File: src/rtl/bcd_price_if.sv
// Character-in / price-out stream bundle for the ASCII price decoder.
// The decoder takes the slave side; the command source / book logic takes the master side.
interface bcd_price_if;
  logic        in_vld;
  logic [7:0]  in_dat;
  logic        in_rdy;
  logic        out_vld;
  logic [19:0] out_price;
  logic        out_err;
  logic        out_rdy;

  modport master (
    output in_vld, in_dat, out_rdy,
    input  in_rdy, out_vld, out_price, out_err
  );

  modport slave (
    input  in_vld, in_dat, out_rdy,
    output in_rdy, out_vld, out_price, out_err
  );
endinterface

File: src/rtl/bcd_price_decoder.sv
// Streaming ASCII "[$]DDD.CC<term>" parser producing a packed 5-digit BCD price.
// Bad fields are swallowed up to the terminator and reported with out_err so the stream stays aligned.
module bcd_price_decoder #(
  parameter logic [7:0] TERM_CHAR    = 8'h0A,
  parameter bit         ALLOW_DOLLAR = 1'b1
) (
  input  logic        clk,
  input  logic        rst,
  bcd_price_if.slave  bus
);

  typedef enum logic [3:0] {
    S_IDLE,
    S_D2,
    S_D1,
    S_D0,
    S_DOT,
    S_C1,
    S_C0,
    S_TERM,
    S_ERR
  } state_t;

  state_t      state_reg;
  logic [19:0] digit_reg;
  logic        out_vld_reg;
  logic        out_err_reg;
  logic [19:0] out_price_reg;

  logic       in_rdy;
  logic       accept;
  logic       is_digit;
  logic       is_term;
  logic       is_dollar;
  logic       is_dot;
  logic [3:0] nib;

  // Backpressure is applied to every character, so a stalled result freezes the parser too.
  assign in_rdy    = ~out_vld_reg | bus.out_rdy;
  assign accept    = bus.in_vld & in_rdy;
  assign is_digit  = (bus.in_dat >= 8'h30) && (bus.in_dat <= 8'h39);
  assign is_term   = (bus.in_dat == TERM_CHAR);
  assign is_dollar = (bus.in_dat == 8'h24) && ALLOW_DOLLAR;
  assign is_dot    = (bus.in_dat == 8'h2E);
  assign nib       = bus.in_dat[3:0];

  assign bus.in_rdy    = in_rdy;
  assign bus.out_vld   = out_vld_reg;
  assign bus.out_err   = out_err_reg;
  assign bus.out_price = out_price_reg;

  always_ff @(posedge clk or posedge rst) begin
    if (rst) begin
      state_reg     <= S_IDLE;
      digit_reg     <= 20'h0;
      out_vld_reg   <= 1'b0;
      out_err_reg   <= 1'b0;
      out_price_reg <= 20'h0;
    end else begin
      if (out_vld_reg && bus.out_rdy) begin
        out_vld_reg <= 1'b0;
      end

      if (accept) begin
        if (is_term) begin
          // A terminator always closes the field; only S_TERM means all digits arrived.
          out_vld_reg   <= 1'b1;
          out_err_reg   <= (state_reg != S_TERM);
          out_price_reg <= (state_reg == S_TERM) ? digit_reg : 20'h0;
          state_reg     <= S_IDLE;
        end else begin
          state_reg <= S_ERR;
          case (state_reg)
            S_IDLE: begin
              if (is_dollar) begin
                state_reg <= S_D2;
              end else if (is_digit) begin
                digit_reg[19:16] <= nib;
                state_reg        <= S_D1;
              end
            end
            S_D2: begin
              if (is_digit) begin
                digit_reg[19:16] <= nib;
                state_reg        <= S_D1;
              end
            end
            S_D1: begin
              if (is_digit) begin
                digit_reg[15:12] <= nib;
                state_reg        <= S_D0;
              end
            end
            S_D0: begin
              if (is_digit) begin
                digit_reg[11:8] <= nib;
                state_reg       <= S_DOT;
              end
            end
            S_DOT: begin
              if (is_dot) begin
                state_reg <= S_C1;
              end
            end
            S_C1: begin
              if (is_digit) begin
                digit_reg[7:4] <= nib;
                state_reg      <= S_C0;
              end
            end
            S_C0: begin
              if (is_digit) begin
                digit_reg[3:0] <= nib;
                state_reg      <= S_TERM;
              end
            end
            default: begin
              state_reg <= S_ERR;
            end
          endcase
        end
      end
    end
  end

endmodule
File: src/flat_wrapper.sv
// flat-port wrapper written by rule: the top's interface ports become plain ports
module bcd_price_decoder_flat 
#(
  parameter logic [7:0] TERM_CHAR    = 8'h0A,
  parameter bit         ALLOW_DOLLAR = 1'b1
)
  (clk, rst, bus_in_vld, bus_in_dat, bus_out_rdy, bus_in_rdy, bus_out_vld, bus_out_price, bus_out_err);
  bcd_price_if bus_i ();
  input  logic clk;
  input  logic rst;
  input wire logic [$bits(bus_i.in_vld)-1:0] bus_in_vld;
  input wire logic [$bits(bus_i.in_dat)-1:0] bus_in_dat;
  input wire logic [$bits(bus_i.out_rdy)-1:0] bus_out_rdy;
  output wire logic [$bits(bus_i.in_rdy)-1:0] bus_in_rdy;
  output wire logic [$bits(bus_i.out_vld)-1:0] bus_out_vld;
  output wire logic [$bits(bus_i.out_price)-1:0] bus_out_price;
  output wire logic [$bits(bus_i.out_err)-1:0] bus_out_err;
  assign bus_i.in_vld = bus_in_vld;
  assign bus_i.in_dat = bus_in_dat;
  assign bus_i.out_rdy = bus_out_rdy;
  assign bus_in_rdy = bus_i.in_rdy;
  assign bus_out_vld = bus_i.out_vld;
  assign bus_out_price = bus_i.out_price;
  assign bus_out_err = bus_i.out_err;
  bcd_price_decoder #(.TERM_CHAR(TERM_CHAR), .ALLOW_DOLLAR(ALLOW_DOLLAR)) u_core (.clk(clk), .rst(rst), .bus(bus_i));
endmodule
File: config.mk
export PLATFORM = sky130hd
export DESIGN_NAME = bcd_price_decoder_flat
export DESIGN_NICKNAME = d
export VERILOG_FILES = /design/src/rtl/bcd_price_if.sv /design/src/rtl/bcd_price_decoder.sv /design/src/flat_wrapper.sv
export SDC_FILE = /design/constraint.sdc
export NUM_CORES = 1
export LEC_CHECK = 0
export CORE_AREA = 4 4 96 53
export CTS_BUF_LIST = sky130_fd_sc_hd__clkbuf_16
export CTS_CLUSTER_DIAMETER = 40
export CTS_CLUSTER_SIZE = 10
export DETAILED_ROUTE_END_ITERATION = 16
export DIE_AREA = 0 0 100 57
export PLACE_DENSITY = 0.81
export SLEW_MARGIN = 30
export SYNTH_ARGS = -nofsm -noshare
export SYNTH_HDL_FRONTEND = slang
export SYNTH_SLANG_ARGS = --single-unit
export TNS_END_PERCENT = 5
File: constraint.sdc
create_clock -name clk -period 1.91 [get_ports clk]
set_input_delay 0.2865 -clock clk [delete_from_list [all_inputs] [get_ports clk]]
set_output_delay 0.2865 -clock clk [all_outputs]
set_load 0.1 [all_outputs]
==> results of run 1 <==
cell families (layout without fill, tap and decap cells):
group | Yosys count | count (layout) | synth area share [%]
simple gates | 36 | 36 | 16.1
buf+inv | 10 | 66 | 3.49
compound gates | 32 | 32 | 12.6
xor+xnor | 1 | 1 | 0.429
flops | 46 | 46 | 56.4
mux | 20 | 20 | 11.0
cell type report:
cell class                      instances  share of cell area, %
Inverter                                3                  0.420
Sequential cell                        46                   43.1
Clock buffer                            5                   4.67
Timing Repair Buffer                   55                   17.4
Tap cell                               57                   2.66
Multi-Input combinational cell         89                   31.1
Clock inverter                          3                  0.654
per-stage QoR:
step / instances / hold slack [ns] / setup TNS [ns] / cell area, sq um / worst slack (ns)
2_1_floorplan: 145 / 0.438 / -1.08 / 2070 / -0.0801
3_3_place_gp: 250 / 0.476 / -5.41 / 2530 / -0.174
3_5_place_dp: 250 / 0.482 / -7.92 / 2530 / -0.239
4_1_cts: 258 / 0.296 / 0 / 2670 / 0.0405
5_1_grt: 258 / 0.313 / -0.550 / 2680 / -0.0534
6_report: 258 / 0.287 / 0 / 2680 / 0.0647
critical path: cells and delay by family:
kind                   cells  cell delay (ns)
buffers and inverters      1             0.42
multiplexers               1             0.40
AND/OR/NAND/NOR            3             0.91
worst paths after layout:
| path | from | end | slack (ns) | cells past startpoint |
|---|---|---|---|---|
| worst min-delay path | rst | u_core.bus.out_price[5] | 0.29 | 2 |
| max in group asynchronous | rst | u_core.bus.out_vld | 1.11 | 3 |
| worst max-delay path | bus_in_dat[7] | u_core.digit_reg[4] | 0.06 | 5 |
| worst min register to register | u_core.digit_reg[7] | u_core.bus.out_price[7] | 0.49 | 1 |
| min in group clk | u_core.digit_reg[7] | u_core.bus.out_price[7] | 0.49 | 1 |
| worst max register to register | u_core.bus.out_vld | u_core.bus.out_price[10] | 0.11 | 6 |
Yosys cell counts (all sizes together):
cell type,n
nand2,6
and3b,1
a21oi,4
buf,5
nor2,4
a31oi,1
o21ai,2
a211o,1
or3,1
nor3,2
nand3,2
mux2,20
o22ai,1
nor4,7
clkbuf,2
nor4b,1
nand3b,1
or2,4
a22o,20
inv,3
nand4b,1
a32o,1
xor2,1
nand2b,1
o32ai,1
a21boi,1
and2,3
dfrtp,46
nand4,2
power by group through the flow:
stage                     Combinational (mW)  Sequential (mW)  Clock (mW)
after global routing                   0.112            0.980       0.890
after detailed placement               0.104            0.998           0
after floorplan                       0.0357            0.998           0
after global placement                0.0990            0.998           0
after CTS                              0.104            0.980       0.846
final                                  0.102            0.980       0.832
per-layer routing:
layer	global-route usage, %	share of wire [%]	routed length (microns)
met1	24.2	47	2110
met2	25.6	45	2020
met3	6.35	7.7	349
met4	4.41	0.51	23
met5	0	0	0
timing repair:
item	4_1_cts	5_1_grt
buffers inserted	0	0
setup endpoints to repair	0	20
resized for setup	0	1
hold buffers	0	0
==> results.sh, run 1 <==
export IMPL_worst_pin_slew_ns=0.512
export IMPL_area_growth_pct=31.3
export IMPL_period_share_pct=96.6
export IMPL_die_area_sq_um=5700
export IMPL_power_mw=1.91
export IMPL_wl_microns=4510
export IMPL_fmax_mhz=542
export IMPL_fp_row_count=17
export IMPL_cts_tree="yes"
export IMPL_synth_top_cell_area_share_pct=56.4
export IMPL_syn_avg_cell_area_sq_um=14.1
export IMPL_p_comb_share_pct=5.3
export IMPL_post_route_util_pct=63.3
export IMPL_syn_area_sq_um=2040
export IMPL_coreArea_sq_um=4230
export IMPL_fillers=319
export IMPL_overflow=0
export IMPL_hold_class="input port to asynchronous set/reset pin"
export IMPL_crit_arrival_ns=2.01
export IMPL_synth_cell_types=36
export IMPL_regArea_sq_um=1150
export IMPL_worstSkewPairLatency_ns=0.28
export IMPL_crit_path_end_kind="flop"
export IMPL_wl_per_cell_microns=17.5
export IMPL_critPathSlowestCell="nor4_4"
export IMPL_p_int_mw=1.50
export IMPL_drive_above_1_share_pct=43.8
export IMPL_fin_nets=212
export IMPL_route_detailed_drc=0
export IMPL_pwr_share_clk_pct=43.5
export IMPL_powerDensity_nw_per_um2=715
export IMPL_crit_chain="clkdlybuf4s50_1 > nor2_1 > nand4_4 > nor4_4 > mux2_2"
export IMPL_slew_headroom_pct=65.7
export IMPL_cp_required_ns=2.08
export IMPL_cts_buffers=5
export IMPL_antenna_found_initial=0
export IMPL_yosys_warnings=0
export IMPL_htree_levels=2
export IMPL_antenna_left=0
export IMPL_final_cell_mix="dfrtp_1, buf_4, mux2_2, a22o_1, clkdlybuf4s50_1"
export IMPL_synth_seq_cells=46
export IMPL_rsz0062_at_grt="true"
export IMPL_hold_viol=0
export IMPL_yosysTopAreaCell="dfrtp_1"
export IMPL_seqPwrFrac_pct=51.2
export IMPL_mostFrequentLayoutCell="dfrtp_1"
export IMPL_critPathMaxStageDelay_ns=0.44
export IMPL_multiInputGateArea_sq_um=833
export IMPL_n_antenna_cell=0
export IMPL_grt_pass1_vias=1453
export IMPL_chipHeight_microns=57
export IMPL_p_leak_nw=1.30
export IMPL_vias_per_cell=5.53
export IMPL_peakVddDrop_uv=394
export IMPL_clock_path_buffers=2
export IMPL_critPathKind="input port to flop"
export IMPL_fin_crit_ns=1.85
export IMPL_path_max_fanout=8
export IMPL_synthTopCellsByArea="dfrtp_1, mux2_2, a22o_1"
export IMPL_grt_max_degree=34
export IMPL_cts_sinks=46
export IMPL_gp_congestion=0.853
export IMPL_io_pin_count=35
export IMPL_start_kind="input port"
export IMPL_netlist_instances=145
export IMPL_syn_nets=157
export IMPL_status="finished, final reports clean"
export IMPL_fp_dieW_microns=100
export IMPL_dp_hpwl_microns=3340
export IMPL_start_util_pct=48.2
export IMPL_fin_skew_ns=0.00509
export IMPL_grt_pass1_wl_microns=7520
export IMPL_max_cap_violations=0
export IMPL_slew_violations=0
export IMPL_cts_root_buf="clkbuf_16"
export IMPL_first_pass_iters=4
export IMPL_via_count=1428
export IMPL_clk_pin_slew_ns=0.06
export IMPL_track_usage_pct=17.3
export IMPL_power_share_switching_pct=21.4
export IMPL_setup_viol=0
export IMPL_seq_area_frac_synth_pct=56.4
export IMPL_dr_first_iter_drc_count=57
export IMPL_p_switching_mw=0.410
export IMPL_portBuffers=34
(Power assumes the default switching activity.)
==> inputs of run 2 (changes only) <==
--- a/config.mk
+++ b/config.mk
@@ -8,7 +8,7 @@
 export CORE_AREA = 4 4 96 53
 export CTS_BUF_LIST = sky130_fd_sc_hd__clkbuf_16
 export CTS_CLUSTER_DIAMETER = 40
-export CTS_CLUSTER_SIZE = 10
+export CTS_CLUSTER_SIZE = 30
 export DETAILED_ROUTE_END_ITERATION = 16
 export DIE_AREA = 0 0 100 57
 export PLACE_DENSITY = 0.81
==> results of run 2 <==
No change in the layout: final DEF, timing and power equal those of run 1.
